===== config.mk =====
export PLATFORM = sky130hd
export DESIGN_NAME = lif_neuron
export DESIGN_NICKNAME = d
export VERILOG_FILES = /design/src/rtl/lif_neuron.sv
export SDC_FILE = /design/constraint.sdc
export NUM_CORES = 1
export LEC_CHECK = 0
export CORE_UTILIZATION = 55
export DETAILED_ROUTE_END_ITERATION = 10
export PLACE_DENSITY_LB_ADDON = 0.05
export SETUP_SLACK_MARGIN = 0.4
export SLEW_MARGIN = 10
export SYNTH_ARGS = -nofsm -noshare
export SYNTH_HDL_FRONTEND = slang
export SYNTH_SLANG_ARGS = --single-unit

===== constraint.sdc =====
create_clock -name clk -period 35.9 [get_ports clk]
set_clock_uncertainty 0.2 [all_clocks]
set_input_delay 5.385 -clock clk [delete_from_list [all_inputs] [get_ports clk]]
set_output_delay 5.385 -clock clk [all_outputs]
set_load 0.02 [all_outputs]

===== src/rtl/lif_neuron.sv =====
// -----------------------------------------------------------------------------
// lif_neuron
//
// Leaky integrate-and-fire neuron with a signed weighted dendrite, shift-based
// leak, threshold firing and a refractory period. One inference window covers
// TS time-step strobes. At the end of the window a single AXI-Stream beat
// reports the spike count and the index of the first spike.
//
// Parameters
//   S           number of synapse inputs
//   WW          signed weight width
//   VW          signed membrane-potential width
//   V_TH        firing threshold (signed, fits VW)
//   V_RESET     membrane value after a spike
//   LEAK_SHIFT  leak per step = V >>> LEAK_SHIFT
//   RP          refractory length in time steps (0 = none)
//   TS          time steps per inference window
//
// Ports
//   clk          clock
//   reset        synchronous, active-high reset
//   start        pulse; begins a window (accepted in IDLE only)
//   time_step    single-cycle time-step strobe (acted on in RUN only)
//   spike_in     per-synapse presynaptic spikes, sampled on time_step
//   weight       packed signed weights, weight[j*WW +: WW] is synapse j
//   force_spike  fire on this time step regardless of threshold/refractory
//   spike        registered fire flag for the most recent time step
//   membrane     current membrane potential (signed)
//   busy         high in RUN and REPORT
//   m_tvalid     report valid
//   m_tready     report accepted
//   m_tdata      spike count of the window
//   m_tuser      first-spike step index, TS if the window had no spike
//   m_tlast      constant 1 (single-beat report)
// -----------------------------------------------------------------------------
module lif_neuron #(
    parameter  int S          = 8,
    parameter  int WW         = 8,
    parameter  int VW         = 16,
    parameter  int V_TH       = 64,
    parameter  int V_RESET    = 0,
    parameter  int LEAK_SHIFT = 4,
    parameter  int RP         = 2,
    parameter  int TS         = 16,
    localparam int TSW        = $clog2(TS + 1)
) (
    input  logic                 clk,
    input  logic                 reset,
    input  logic                 start,
    input  logic                 time_step,
    input  logic [S-1:0]         spike_in,
    input  logic [S*WW-1:0]      weight,
    input  logic                 force_spike,
    output logic                 spike,
    output logic signed [VW-1:0] membrane,
    output logic                 busy,
    output logic                 m_tvalid,
    input  logic                 m_tready,
    output logic [TSW-1:0]       m_tdata,
    output logic [TSW-1:0]       m_tuser,
    output logic                 m_tlast
);

    // Synaptic sum width: one extra bit per doubling of S plus a guard bit,
    // so the sum of S weights can never overflow.
    localparam int SUMW = WW + $clog2(S) + 1;
    // Working width for the membrane update: wide enough for the unsaturated
    // V - leak + sum of either operand width.
    localparam int FW   = ((VW > SUMW) ? VW : SUMW) + 2;
    // Refractory counter width; keep one bit even when RP = 0.
    localparam int RPW  = (RP > 0) ? $clog2(RP + 1) : 1;

    localparam logic signed [FW-1:0] V_MAX_F = {{(FW-VW+1){1'b0}}, {(VW-1){1'b1}}};
    localparam logic signed [FW-1:0] V_MIN_F = {{(FW-VW+1){1'b1}}, {(VW-1){1'b0}}};
    localparam logic signed [VW-1:0] V_TH_V    = VW'(V_TH);
    localparam logic signed [VW-1:0] V_RESET_V = VW'(V_RESET);

    typedef enum logic [1:0] {
        ST_IDLE,
        ST_RUN,
        ST_REPORT
    } state_t;

    // -------------------------------------------------------------------------
    // State
    // -------------------------------------------------------------------------
    state_t                 state_q,    state_d;
    logic signed [VW-1:0]   membrane_q, membrane_d;
    logic                   spike_q,    spike_d;
    logic [TSW-1:0]         step_q,     step_d;
    logic [TSW-1:0]         count_q,    count_d;
    logic [TSW-1:0]         first_q,    first_d;
    logic [RPW-1:0]         ref_q,      ref_d;

    // -------------------------------------------------------------------------
    // Datapath
    // -------------------------------------------------------------------------
    logic signed [WW-1:0]   w_arr [S];
    logic signed [SUMW-1:0] syn_sum;
    logic signed [VW-1:0]   leak_v;
    logic signed [FW-1:0]   v_cur_f;
    logic signed [FW-1:0]   leak_f;
    logic signed [FW-1:0]   sum_f;
    logic signed [FW-1:0]   sum_gated_f;
    logic signed [FW-1:0]   v_full;
    logic signed [VW-1:0]   v_sat;
    logic                   refractory;
    logic                   fire;
    logic                   last_step;

    // Signed sum of the weights of all active synapses.
    // NOTE: combinational blocks assign every output a default before any
    // conditional logic, so no path can leave a value held and infer a latch.
    always_comb begin
        syn_sum = '0;
        for (int j = 0; j < S; j++) begin
            w_arr[j] = weight[j*WW +: WW];
            if (spike_in[j]) begin
                syn_sum = syn_sum + $signed({{(SUMW-WW){w_arr[j][WW-1]}}, w_arr[j]});
            end
        end
    end

    assign refractory  = (ref_q != '0);
    assign leak_v      = membrane_q >>> LEAK_SHIFT;
    assign v_cur_f     = {{(FW-VW){membrane_q[VW-1]}}, membrane_q};
    assign leak_f      = {{(FW-VW){leak_v[VW-1]}}, leak_v};
    assign sum_f       = {{(FW-SUMW){syn_sum[SUMW-1]}}, syn_sum};
    // Input is blanked while refractory; the leak still applies.
    assign sum_gated_f = refractory ? '0 : sum_f;
    assign v_full      = v_cur_f - leak_f + sum_gated_f;

    // Clamp to the VW signed range instead of wrapping.
    always_comb begin
        if (v_full > V_MAX_F) begin
            v_sat = {1'b0, {(VW-1){1'b1}}};
        end else if (v_full < V_MIN_F) begin
            v_sat = {1'b1, {(VW-1){1'b0}}};
        end else begin
            v_sat = v_full[VW-1:0];
        end
    end

    assign fire      = force_spike | (~refractory & (v_sat >= V_TH_V));
    assign last_step = (step_q == TSW'(TS - 1));

    // -------------------------------------------------------------------------
    // Next-state logic
    // -------------------------------------------------------------------------
    always_comb begin
        state_d    = state_q;
        membrane_d = membrane_q;
        spike_d    = spike_q;
        step_d     = step_q;
        count_d    = count_q;
        first_d    = first_q;
        ref_d      = ref_q;

        unique case (state_q)
            ST_IDLE: begin
                if (start) begin
                    state_d    = ST_RUN;
                    membrane_d = '0;
                    spike_d    = 1'b0;
                    step_d     = '0;
                    count_d    = '0;
                    first_d    = TSW'(TS);
                    // A new window never inherits refractory time.
                    ref_d      = '0;
                end
            end

            ST_RUN: begin
                if (time_step) begin
                    if (fire) begin
                        membrane_d = V_RESET_V;
                        spike_d    = 1'b1;
                        ref_d      = RPW'(RP);
                        if (count_q != {TSW{1'b1}}) begin
                            count_d = count_q + TSW'(1);
                        end
                        // first_q still holds TS until the first fire.
                        if (first_q == TSW'(TS)) begin
                            first_d = step_q;
                        end
                    end else begin
                        membrane_d = v_sat;
                        spike_d    = 1'b0;
                        if (refractory) begin
                            ref_d = ref_q - RPW'(1);
                        end
                    end
                    step_d = step_q + TSW'(1);
                    if (last_step) begin
                        state_d = ST_REPORT;
                        // The fire flag is not carried into REPORT.
                        spike_d = 1'b0;
                    end
                end
            end

            ST_REPORT: begin
                if (m_tready) begin
                    state_d = ST_IDLE;
                end
            end

            default: begin
                state_d = ST_IDLE;
            end
        endcase
    end

    // -------------------------------------------------------------------------
    // State registers
    // -------------------------------------------------------------------------
    // NOTE: sequential state uses non-blocking assignments so every register
    // samples the pre-edge values, independent of statement order.
    always_ff @(posedge clk) begin
        if (reset) begin
            state_q    <= ST_IDLE;
            membrane_q <= '0;
            spike_q    <= 1'b0;
            step_q     <= '0;
            count_q    <= '0;
            first_q    <= TSW'(TS);
            ref_q      <= '0;
        end else begin
            state_q    <= state_d;
            membrane_q <= membrane_d;
            spike_q    <= spike_d;
            step_q     <= step_d;
            count_q    <= count_d;
            first_q    <= first_d;
            ref_q      <= ref_d;
        end
    end

    // -------------------------------------------------------------------------
    // Outputs (all straight from registers; the report fields cannot change
    // while in REPORT because nothing updates them there)
    // -------------------------------------------------------------------------
    assign spike    = spike_q;
    assign membrane = membrane_q;
    assign busy     = (state_q != ST_IDLE);
    assign m_tvalid = (state_q == ST_REPORT);
    assign m_tdata  = count_q;
    assign m_tuser  = first_q;
    assign m_tlast  = 1'b1;

endmodule


[Word level (Yosys, flattened, before mapping)]
Index checks and enable logic that the tools add are counted.
Storage, ports and cells
  logic and storage cells: 89
  register bits after elaboration: 36
  output and inout port bits: 30
  bits of input ports: 78
Cells by class
  reduce and logical (&&, ||, !) cells: 9
  bitwise logic cells: 3
  mux-type cells: 42
  magnitude comparators: 3
  equality and inequality tests: 13
  add/subtract/negate cells: 12
Operators with widths (number)
  $mux 12: 8
  $add 12x8->12: 7
  $mux 16: 5
  $mux 5: 9
  $pmux 16 s2: 1
  $pmux 5 s2: 3
  $add 17x18->18: 1
  $gt 18x16->1 const B: 1
  $lt 18x16->1 const B: 1
  $mux 18: 1
  $sub 16x12->17: 1
  $ge 16x8->1 const B: 1
  $mux 2: 8
  $ne 2x2->1 const B: 6
  $add 5x1->5 const B: 2
  $reduce_and 5->1: 2
  $reduce_and 4->1: 2
  $pmux 2 s3: 1
  $reduce_bool 2->1: 3
  $eq 5x4->1 const B: 1
  $eq 5x5->1 const B: 1
  $ne 5x5->1 const B: 1
  $mux 1: 4
  $pmux 2 s2: 1
  11 further kinds: 11

[Logic depth before layout (Yosys ltp)]
Gate-level depths: netlist of run 1.
  depth in word-level cells: 27
  mapped depth: 68
  mapped depth without buffers: 65

[Worst setup path before layout of run 1]
Ideal clock, no wire load.
  path kind: input-to-reg
  start: input spike_in[0]
  end: register count_q[3] (netlist: m_tdata[3])
  buffers on the path: 2
  data arrival time: 16.851 ns
  setup slack: 18.779 ns
  data required time: 35.630 ns
  setup time: 0.070 ns
  stages on the path: 58
  cells stage by stage: buf_2 and2_1 ha_1 inv_1 fa_1 nor2b_1 o21a_1 o21ai_0 nand2_1 xor2_1 mux2_2 ha_1 inv_1 and3_1 o21ai_0 o21a_1 ha_1 a21boi_0 [22 not listed] xnor3_1 or4b_1 o2111a_1 buf_6 fa_1 inv_1 ha_1 or3_1 o22a_1 a21o_1 a21o_1 a21oi_1 and3b_1 a221oi_4 o2111ai_1 nand2_2 or4_1 a21oi_1
Between the ends
  cells in the longest elaborated chain, start to end: 25
  elaborated cells between the ends (all ways): 26
  those cells by class: add/sub: 8; order compare: 3; eq/ne: 1; mux: 11; bitwise: 2; reduce/logical: 1
Ends and longest elaborated chain
  start: declaration: line 51  | input logic [S-1:0] spike_in,
  $mux 12 *: line 118  | if (spike_in[j]) begin
  $add 12x8->12: line 119  | syn_sum = syn_sum + $signed({{(SUMW-WW){w_arr[j][WW-1]}}, w_arr[j]});
  $mux 12 *: line 118
  $add 12x8->12: line 119
  $mux 12 *: line 118
  $add 12x8->12: line 119
  $mux 12 *: line 118
  $add 12x8->12: line 119
  [9 not listed]
  $lt 18x16->1: line 137  | end else if (v_full < V_MIN_F) begin
  $mux 16: line 137
  $mux 16 *: line 135  | if (v_full > V_MAX_F) begin
  $ge 16x8->1 *: line 144  | assign fire = force_spike | (~refractory & (v_sat >= V_TH_V));
  $and 1x1->1 *: line 144
  $or 1x1->1 *: line 144
  $ne 2x2->1 (no source line) *
  $reduce_and 5->1 (no source line) *
  end signal: assignment: line 233  | count_q <= count_d;
  end: declaration: line 91  | logic [TSW-1:0] count_q, count_d;
Mark *: on every way between the ends. The rest lies on a longest branch, timed or not.
A chain may end at the register's enable or synchronous reset.

[Worst setup path in the final report of run 1]
Ends and elaborated chain as after synthesis.

==> summary.md, run 1 <==
| Metric | Value |
|---|---|
| Post-synth cell types | `81` |
| First DRT Iteration DRCs | `305` |
| Post-layout minimum cycle time | `19.08 ns` |
| Vias per cell | `5.51` |
| Synth top area share | `0.165` |
| Width of the die | `116 microns` |
| CTS Buf Count | `5` |
| Synth async-reset ratio | `0` |
| Max-Cap Viols | `0` |
| CP max stage delay | `0.65 ns` |
| Area leader, netlist | `ha_1` |
| #FFs+latches synth | `36` |
| Unrepaired setup endpoints after global routing | `false` |
| Crit path buffers/inverters | `6` |
| Mapped Area | `0.00720 sq mm` |
| Relative max-transition margin | `0.344` |
| PortBufs | `106` |
| DRC viols | `0` |
| Clk root buf | `clkbuf_16` |
| Fill count | `1,115` |
| Fmax | `52.4 MHz` |
| Critical-path top delay cell | `clkdlybuf4s50_1` |
| First-pass GRT wire length | `28.5 mm` |
| Top-level port count | `108` |
| Crit start category | `input pin` |
| Most common cell on crit path | `ha_1` |
| Area grow syn2layout | `17.6%` |
| Worst hold path type | `flop to flop` |
| Most common cell in the netlist | `inv_1` |
| Routed length per placed instance | `14.0 microns` |
| Critical Path RT | `35.91 ns` |
| Setup-failing EPs final | `0` |
| Antenna violations before repair | `0` |
| Largest buffer count on any clock path | `2` |
| Die area | `0.0135 sq mm` |
| Synth top cells by count | `inv_1, ha_1, nor2_1` |
| WL final | `16.9 mm` |
| H-tree depth | `2` |
| Seq/Total Area, Yosys | `0.100` |
| Crit Path Max Fanout | `12` |
| Share of layout cells above drive strength 1 | `0.0501` |
| Via count | `6,663` |
| Initial Utilization | `0.568` |
| Total track usage | `0.258` |
| Routed Antenna Nets | `0` |
| Ant diodes | `0` |
| Placeable Area | `0.0127 sq mm` |
| Crit. End Element | `flop` |
| Setup CP Type | `input pin to flop` |
| Top delay family on crit path | `compound AO/OA/AOI/OAI gates` |
| Syn Nets | `1,149` |
| Final GP Congestion | `0.866` |
| Hold_buf cts | `0` |
| Placed Cells | `1,202` |
| Die height | `116 microns` |
| First-pass DRT Iterations | `6` |
| Slew @ Worst Pin | `0.956 ns` |
| Sum of negative setup slack | `0 ns` |
| Top post-synthesis cells by area | `ha_1, dfxtp_1, fa_1, inv_1, o21ai_0` |
| Number of enable flip-flop cells after synthesis | `0` |
| DP Area | `0.00830 sq mm` |
| Fin area | `0.00846 sq mm` |
| Syn Inst Count | `954` |
| Non-filler cells, final | `1,210` |
| Final nets | `1,232` |
| Row count | `41` |
| Clock transition at path regs | `0.05 ns` |
| CTS tree | `done` |
| Status | `finished clean` |
| Clock Sinks | `36` |
| Ys Warns | `0` |
| Remaining global-route overflow | `0` |
| Vias in the first global route | `6,255` |
| CTS-repair resized insts | `0` |
| WP data arrival | `19.09 ns` |
| Hpwl dp | `13.8 mm` |
| Syn avg cell area | `7.55 sq um` |
| Worst-Skew Late Latency | `0.28 ns` |
| Final hold viol count | `0` |
| Fin crit share | `0.531` |
| Largest net degree at the start of global routing | `41` |
| Postcts setup bufs | `0` |
| Ys flop type | `dfxtp_1` |
| Max-slew violation count | `0` |
-- cells in the final DEF, fill, tap and decap left out, types with 35 or more instances in the layout --
| master | count |
|---|---|
| clkdlybuf4s50_1 | 106 |
| inv_1 | 105 |
| ha_1 | 95 |
| nor2_1 | 83 |
| nand2_1 | 78 |
| o21ai_0 | 71 |
| a21oi_1 | 68 |
| xnor2_1 | 37 |
| dfxtp_1 | 36 |
| xor2_1 | 35 |
-- final timing paths --
kind	from	to	slack (ns)	depth (start not counted)
max reg2reg	ref_q[0]$_SDFFE_PP0P_	m_tdata[3]$_SDFFE_PP0P_	29.89	20
max	spike_in[0]	m_tdata[3]$_SDFFE_PP0P_	16.82	59
min	spike$_SDFFE_PP0P_	spike$_SDFFE_PP0P_	0.26	2
min reg2reg	spike$_SDFFE_PP0P_	spike$_SDFFE_PP0P_	0.26	2
-- stage by stage --
step | util | setup WS (ns) | hold slack [ns]
after global routing | 0.668 | 15.66 | 0.276
after global placement | 0.655 | 16.82 | 0.247
after detailed placement | 0.655 | 16.58 | 0.251
final | 0.668 | 16.82 | 0.255
after CTS | 0.668 | 16.85 | 0.258
after floorplan | - | 18.78 | 0.264
-- layer usage --
layer / up-vias / wire (microns) / GRT usage
li1: 3507 / - / -
met1: 3017 / 8510 / 0.363
met2: 126 / 7540 / 0.432
met3: 13 / 724 / 0.0291
met4: 0 / 109 / 0.0333
met5: - / 0 / 0
-- layout make-up --
type,count,area (sq um),share of cell area
multi-input cells,782,5900,0.697
repair buffers,107,1070,0.126
flip-flops and latches,36,721,0.0852
inverters,105,394,0.0466
well taps,172,215,0.0254
clock buffers,6,129,0.0152
clock inverters,2,35.0,0.00414
-- sequential cells by signal (all words and copies together) (netlist names) --
register  flops
membrane     16
step_q        5
m_tuser       5
m_tdata       5
spike         1
ref_q         2
state_q       2
-- cell families (layout without fill, tap and decap cells) --
kind of cell,after synthesis,in the layout,share of synthesized area
AOI/OAI and AO/OA,268,268,0.243
xor gates and xnor gates,75,75,0.0975
buffers and inverters,136,220,0.0803
DFF,36,36,0.100
and+or+nand+nor,278,278,0.189
adders and majority gates,118,118,0.228
other,1,1,0.000521
muxes,42,42,0.0624
-- worst register-to-register path: cells and delay by family (launching register included) --
| family | cells | cell delay, ns |
|---|---|---|
| compound gates | 11 | 2.46 |
| fa+ha+maj | 3 | 1.59 |
| simple gates | 4 | 1.25 |
| flops | 1 | 0.32 |
| buf+inv | 2 | 0.13 |
Power of run 1 is left out: the tool's default activity adds up to more than one toggle a clock period on the data nets, which glitch-free logic cannot reach.
==> run 2: changes to the inputs <==
--- a/config.mk
+++ b/config.mk
@@ -5,7 +5,7 @@
 export SDC_FILE = /design/constraint.sdc
 export NUM_CORES = 1
 export LEC_CHECK = 0
-export CORE_UTILIZATION = 55
+export CORE_UTILIZATION = 51
 export DETAILED_ROUTE_END_ITERATION = 10
 export PLACE_DENSITY_LB_ADDON = 0.05
 export SETUP_SLACK_MARGIN = 0.4
==> constraint.sdc (replaced) <==
create_clock -name clk -period 16.6 [get_ports clk]
set_clock_uncertainty 0.2 [all_clocks]
set_input_delay 2.49 -clock clk [delete_from_list [all_inputs] [get_ports clk]]
set_output_delay 2.49 -clock clk [all_outputs]
set_load 0.02 [all_outputs]
==> run 2 against run 1 <==
  * Worst setup slack lost 15 ns
  * Worst hold slack improved by 0.0037 ns
  * Final area increased by 0.61%
  * Sequential cell count unchanged
==> summary.md, run 2 (synthesis gave the netlist of run 1 again) <==
| Metric | Value |
|---|---|
| Sum of negative setup slack | `0 ns (unchanged)` |
| Clock Sinks | `36 (unchanged)` |
| CTS-repair resized insts | `0 (unchanged)` |
| Max-Cap Viols | `0 (unchanged)` |
| H-tree depth | `2 (unchanged)` |
| Hold Path Depth | `2 (unchanged)` |
| Post-layout minimum cycle time | `15.23 ns` |
| First-pass DRT Iterations | `4 (-2)` |
| Vias per cell | `5.46 (-0.82%)` |
| Die height | `121 microns (+3.8%)` |
| Vias in the first global route | `6,198 (-0.91%)` |
| Critical Path RT | `16.62 ns (-19.29 ns)` |
| Most common cell on crit path | `ha_1` |
| Remaining global-route overflow | `0 (unchanged)` |
| Via count | `6,663 (unchanged)` |
| WP data arrival | `15.25 ns (-3.84 ns)` |
| Clk root buf | `clkbuf_16` |
| Most frequent cells in the layout | `inv_1, clkdlybuf4s50_1, ha_1` |
| Die area | `0.0146 sq mm (+7.7%)` |
| Final GP Congestion | `0.856 (-1.2%)` |
| Total track usage | `0.232 (-0.0259)` |
| Setup-failing EPs final | `0 (unchanged)` |
| Hold_buf cts | `0 (unchanged)` |
| Antenna violations before repair | `0 (unchanged)` |
| Fin crit share | `0.917` |
| Row count | `43 (+4.9%)` |
| Ant diodes | `0 (unchanged)` |
| Relative max-transition margin | `0.405 (+0.0601)` |
| Pre-CTS WS | `0.356 ns (-16.22 ns)` |
| Crit. End Element | `flop` |
| Worst hold path type | `flop to flop` |
| Crit start category | `input pin` |
| Routed Antenna Nets | `0 (unchanged)` |
| Final WS setup | `1.37 ns (-15.45 ns)` |
| CTS Buf Count | `5 (unchanged)` |
| Fmax | `65.7 MHz` |
| CP max stage delay | `0.52 ns (-0.13 ns)` |
| Max reg flops | `16 (unchanged)` |
| Final hold viol count | `0 (unchanged)` |
| Status | `finished clean` |
| Setup CP Type | `input pin to flop` |
| Unrepaired setup endpoints after global routing | `true` |
| First-pass GRT wire length | `27.9 mm (-1.9%)` |
| Top-level port count | `108 (unchanged)` |
| Slew @ Worst Pin | `0.892 ns (-0.0638 ns)` |
| Routed length per placed instance | `13.6 microns (-2.5%)` |
| WL final | `16.6 mm (-1.6%)` |
| Largest net degree at the start of global routing | `41 (unchanged)` |
| Share of layout cells above drive strength 1 | `0.0558 (+0.00567)` |
| Postcts setup bufs | `0 (unchanged)` |
| Area grow syn2layout | `18.3%` |
| DRC viols | `0 (unchanged)` |
| Clock transition at path regs | `0.06 ns (about the same)` |
| Worst-Skew Late Latency | `0.29 ns (about the same)` |
| Crit Path Max Fanout | `12 (unchanged)` |
| Hpwl dp | `13.3 mm (-3.2%)` |
| CTS tree | `done` |
| First DRT Iteration DRCs | `253 (-17%)` |
| Initial Utilization | `0.521 (-0.0475)` |
| Worst hold slack | `0.259 ns (+0.00375 ns)` |
| Critical-path top delay cell | `fa_1` |
| Reg2reg path depth | `20 (unchanged)` |
| Placeable Area | `0.0138 sq mm (+9.1%)` |
| Final nets | `1,234 (+0.16%)` |
| Width of the die | `121 microns (+3.8%)` |
| Largest buffer count on any clock path | `2 (unchanged)` |
| PortBufs | `106 (unchanged)` |
| Max-slew violation count | `0 (unchanged)` |
==> run 2: cell count changes in the layout (fill, tap and decap cells not counted), sizes merged <==
cell           previous run  this run
buf                       1         3
clkbuf                    6         5
clkdlybuf4s50           106       105
clkinvlp                  0         1
dlymetal6s2s              0         1
==> run 2: routing by layer <==
metal,global-route usage,vias up,part of all wire,routed length (microns)
li1,-,3495,-,-
met3,0.0118,12,0.030,490
met4,0.0455,0,0.010,167
met5,0,-,0,0
met2,0.400,108,0.46,7650
met1,0.320,3048,0.50,8300
==> run 2: worst paths after layout <==
| check | startpoint | end | slack, ns |
|---|---|---|---|
| hold / removal | spike$_SDFFE_PP0P_ | spike$_SDFFE_PP0P_ | 0.26 |
| hold reg to reg | spike$_SDFFE_PP0P_ | spike$_SDFFE_PP0P_ | 0.26 |
| setup reg to reg | ref_q[0]$_SDFFE_PP0P_ | m_tdata[3]$_SDFFE_PP0P_ | 10.77 |
| setup / recovery | weight[0] | m_tdata[3]$_SDFFE_PP0P_ | 1.37 |
==> run 2: stage by stage <==
step,instance area (sq um),instances,util
final,8510,1220,0.616
after global routing,8510,1220,0.616
after CTS,8490,1220,0.614
after detailed placement,8320,1212,0.602
after global placement,8320,1212,0.602
after floorplan,7200,954,-
==> run 2: cell type report <==
class	instances	area (sq um)
Clock inverter	3	42.5
Tap cell	180	225
Multi-Input combinational cell	782	5920
Timing Repair Buffer	109	1090
Inverter	105	394
Clock buffer	5	125
Sequential cell	36	721
Fill cell	1312	5310
==> run 2: critical path, delay by kind of cell <==
kind                     cells  cell delay (ns)
AO/OA/AOI/OAI               24             4.82
XOR/XNOR                     5             0.95
adder cells (fa/ha/maj)     10             3.21
buffers and inverters        6             0.76
multiplexers                 1             0.28
AND/OR/NAND/NOR             13             2.73
Power of run 2 is left out for the same reason.
==> edit 1, RTL diff (settings of run 1) <==
Change the parameter `TS` from 16 to 8.
--- a/src/rtl/lif_neuron.sv
+++ b/src/rtl/lif_neuron.sv
@@ -42,5 +42,5 @@
     parameter  int LEAK_SHIFT = 4,
     parameter  int RP         = 2,
-    parameter  int TS         = 16,
+    parameter  int TS         = 8,
     localparam int TSW        = $clog2(TS + 1)
 ) (
Interface: changed (resized m_tdata and m_tuser); port bits go from 108 to 106. No check against the original RTL was run, so the function may have changed too.
==> edit 1 against run 1 <==
- global-route usage is 0.072 points higher
- largest cell class unchanged
- area after synthesis down 1.5%
- design area fell by 0.46%
- critical path type unchanged
- sequential cell count fell by 3
- worst setup slack got worse by 0.49 ns
- hold slack barely moved
- utilization rose by 0.24 points
- wire length decreased by 0.53%
- highest routed layer unchanged
- first-iteration DRC count grew 7.5%
Power is not shown: default switching activity piles up to over one toggle a cycle in this logic, so the estimate is an artifact.
==> edit 1: results <==
[synth]
netlist_top_cells_count = "inv_1 (115), ha_1 (93), o21ai_0 (87)"
syn_avg_cell_area_um2 = 7.53
yosys.area_share.adder_pct = 22.6
yosysSeqAreaShare_pct = 9.32
synthMuxAreaShare_pct = 6.04
synth_flop_cell = "dfxtp_1"
yosys_warnings = 0
syn_nets = 1135
synth-xor-area-share_pct = 8.42
synth_compound_area_share_pct = 28.2
synth_cell_type_count = 76
synthArstFlopShare_pct = 0
yosys-top-cells-area = "ha_1 (16%), dfxtp_1 (9.3%), fa_1 (6.2%)"

[placed_design]
io_buffers = 104
dp_hpwl_um = 13800
gp_congestion = 0.931
place_ws_ns = 16.20

[worst_setup_path]
startpoint = "spike_in[0]"
worst-r2r-setup-slack_ns = 30.17
critPathCapture = "membrane[14]"
crit_path_max_incr_delay_ns = 0.72
crit_arrival_ns = 19.59
cpMaxStageDelayCell = "clkdlybuf4s50_1"
r2r_start = "ref_q[0]"
crit_path_max_fanout = 14
rr_worst_depth = 16

[grt]
grt_pass1_wl_um = 28400
grt_antenna_before_repair = 0
grt.total_usage_pct = 25.8
grt_max_degree = 26
grt_pass1_vias = 6306

[clocking]
postCtsSetupRepairBufs = 0
numCtsBuffers = 5
cts_root_buf = "clkbuf_16"
clk_pin_slew_ns = 0.05
clockBufferDepth = 2
clk_latency_ns = 0.28
htree_levels = 2
cts_resized = 0

[route]
routed_via_density = 5.70
drt-pass1-iter-count = 4
wl_per_cell_um = 13.9
routed_wl_um = 16800
drt_iter0_drc = 328

[hold_path]
hold_depth = 2
worstHoldPathType = "flop to flop"

[finish]
largest_register_ffs = 16
diodes = 0
drive_gt1_share_pct = 4.65
fin_nets = 1224

[timing]
period_needed_ns = 19.57
tightest_slew_ns = 0.929

[status]
status = "completed"
edit 1: cell types whose count changed after synthesis, sizes merged, moves of 10 or more:
cell | run 1 | this run
inv | 105 | 115
mux2i | 22 | 12
a21boi | 7 | 17
a32oi | 11 | 1
nor2 | 86 | 59
xor2 | 35 | 24
a21oi | 70 | 60
o21ai | 75 | 91
a22o | 0 | 17
edit 1: logic make-up after synthesis:
| kind of cell | Yosys count |
|---|---|
| buf+inv | 137 |
| simple gates | 251 |
| mux | 39 |
| xor+xnor | 60 |
| fa+ha+maj | 115 |
| other cells | 1 |
| compound gates | 306 |
| flops | 33 |
edit 1: worst min path at each step:
stage	start	endpoint	slack, ns
5_1_grt	spike	spike	0.29
2_1_floorplan	ref_q[1]	ref_q[1]	0.23
3_5_place_dp	spike	spike	0.25
4_1_cts	spike	spike	0.26
3_3_place_gp	ref_q[1]	ref_q[1]	0.25
6_report	spike	spike	0.26
edit 1: area by class of cell:
type                       count  area (um2)
multi-input combinational    772        5900
fill                        1128        4150
timing repair buffer         104        1040
sequential                    33         661
inverter                     115         432
tap                          172         215
clock buffer                   7         143
clock inverter                 1        30.0
edit 1: critical path, delay by kind of cell:
family / cells / cell delay [ns]
fa+ha+maj: 10 / 3.31
mux: 2 / 0.61
buf+inv: 7 / 1.22
simple gates: 14 / 3.12
xor+xnor: 4 / 0.94
compound gates: 26 / 4.98
edit 1: per-layer routing:
layer  GRT usage, %  up-vias  part of all wire [%]
li1               -     3555                     -
met1           35.1     3163                    48
met2           45.4      132                    47
met3           1.52       14                   3.6
met4           4.76        0                  0.92
met5              0        -                     0
edit 1: through the flow:
step | cell area (um2) | utilization [%]
after floorplan | 7090 | -
after global placement | 8250 | 65.6
after detailed placement | 8250 | 65.6
after CTS | 8420 | 67.0
after global routing | 8420 | 67.0
final | 8420 | 67.0
==> edit 2, RTL diff (settings of run 1) <==
Without the edit above. Reset style: asynchronous (`reset`), changed in one clocked block. Comments in the files are not updated.
--- a/src/rtl/lif_neuron.sv
+++ b/src/rtl/lif_neuron.sv
@@ -217,5 +217,5 @@
     // NOTE: sequential state uses non-blocking assignments so every register
     // samples the pre-edge values, independent of statement order.
-    always_ff @(posedge clk) begin
+    always_ff @(posedge clk or posedge reset) begin
         if (reset) begin
             state_q    <= ST_IDLE;
Check against the original RTL: not equivalent (Yosys sat finds a counterexample within 4 cycles, from zero or initial values and one cycle with reset high; the reset may be asserted at any time).
==> edit 2 against run 1 <==
- sequential cell count stayed put
- utilization is 0.32 points higher
- worst setup slack worse by 0.83 ns
- non-clock buffer count is 1 higher
- wire length is 1.4% higher
- design area is 0.47% higher
- highest routed layer unchanged
- maximum frequency is 4.2% lower
- sequential share of layout area is 2.1 points higher
- critical path depth is 4 higher
- area after synthesis is 0.66% lower
Power is not shown: default switching activity piles up to over one toggle a cycle in this logic, so the estimate is an artifact.
==> edit 2: results <==
[route]
wl_met3_um = 584
drt-pass1-iter-count = 5
wl_per_cell_um = 14.4
num_vias = 6713
route.met2.wl_um = 7880
drt_iter0_drc = 377
routed_wl_um = 17100
met1_length_um = 8410

[placed_design]
placed_area_um2 = 8350
place_ws_ns = 15.89
gp_congestion = 0.880
dp_hpwl_um = 14200

[finish]
fin_nets = 1214
drive_gt1_share_pct = 5.98
largest_register_ffs = 16
diodes = 0
fill_cells = 1126

[synth]
synth_compound_area_share_pct = 26.9
yosys.area_share.adder_pct = 22.8
yosysTopAreaCellShare_pct = 16.6
netlist_top_cells_count = "inv_1 (113), ha_1 (95), nand2_1 (94)"
yosys-top-cells-area = "ha_1 (17%), dfrtp_1 (12%), fa_1 (6.2%)"
syn_avg_cell_area_um2 = 7.72
syn_nets = 1121
synthMuxAreaShare_pct = 6.11
synth-xor-area-share_pct = 7.66
yosys_warnings = 0
synth_cell_type_count = 67
yosysSeqAreaShare_pct = 12.6
synth_flop_cell = "dfrtp_1"
synthArstFlopShare_pct = 100

[hold_path]
hold_end = "spike"
hold_depth = 2
hp-start = "spike"

[timing]
period_needed_ns = 19.91
tightest_slew_ns = 1.03
whs_ns = 0.315

[worst_setup_path]
crit_arrival_ns = 19.90
worst-r2r-setup-slack_ns = 29.75
rr_worst_depth = 19
cpMaxStageDelayCell = "clkdlybuf4s50_1"
reg2reg_to = "membrane[13]"
crit_path_max_incr_delay_ns = 0.75
r2r_start = "ref_q[0]"
crit_path_max_fanout = 14

[grt]
grt_pass1_vias = 6308
gr-usage-met1_pct = 35.6
use_met3_pct = 2.88
grt_max_degree = 37
grt_antenna_before_repair = 0
grt_pass1_wl_um = 28600
grt.total_usage_pct = 26.3
gr-usage-met2_pct = 45.5

[clocking]
clk_pin_slew_ns = 0.06
postCtsSetupRepairBufs = 0
clk_latency_ns = 0.28

[status]
status = "completed"
==> edit 2: cell count changes in the layout (fill, tap and decap cells not counted), sizes merged, moves of 11 or more <==
| cell | delta |
|---|---|
| a32oi | -11 |
| dfrtp | +35 |
| dfxtp | -36 |
| nand2 | +15 |
| nor2 | -37 |
| xor2 | -12 |
==> edit 2: worst max path at each step <==
stage / depth (start not counted) / end / start
after floorplan: 64 / membrane[10] / spike_in[0]
after global placement: 63 / membrane[14] / spike_in[0]
after detailed placement: 63 / membrane[14] / spike_in[0]
after CTS: 63 / membrane[14] / spike_in[0]
after global routing: 63 / m_tuser[3] / spike_in[0]
final: 63 / membrane[13] / spike_in[0]
==> edit 2: layout make-up <==
cell class	count	area (um2)	area share (%)
clock buffer	6	139	1.63
clock inverter	2	13.8	0.162
inverter	114	428	5.03
multi-input combinational	754	5730	67.4
sequential	36	902	10.6
tap	172	215	2.53
timing repair buffer	108	1080	12.7
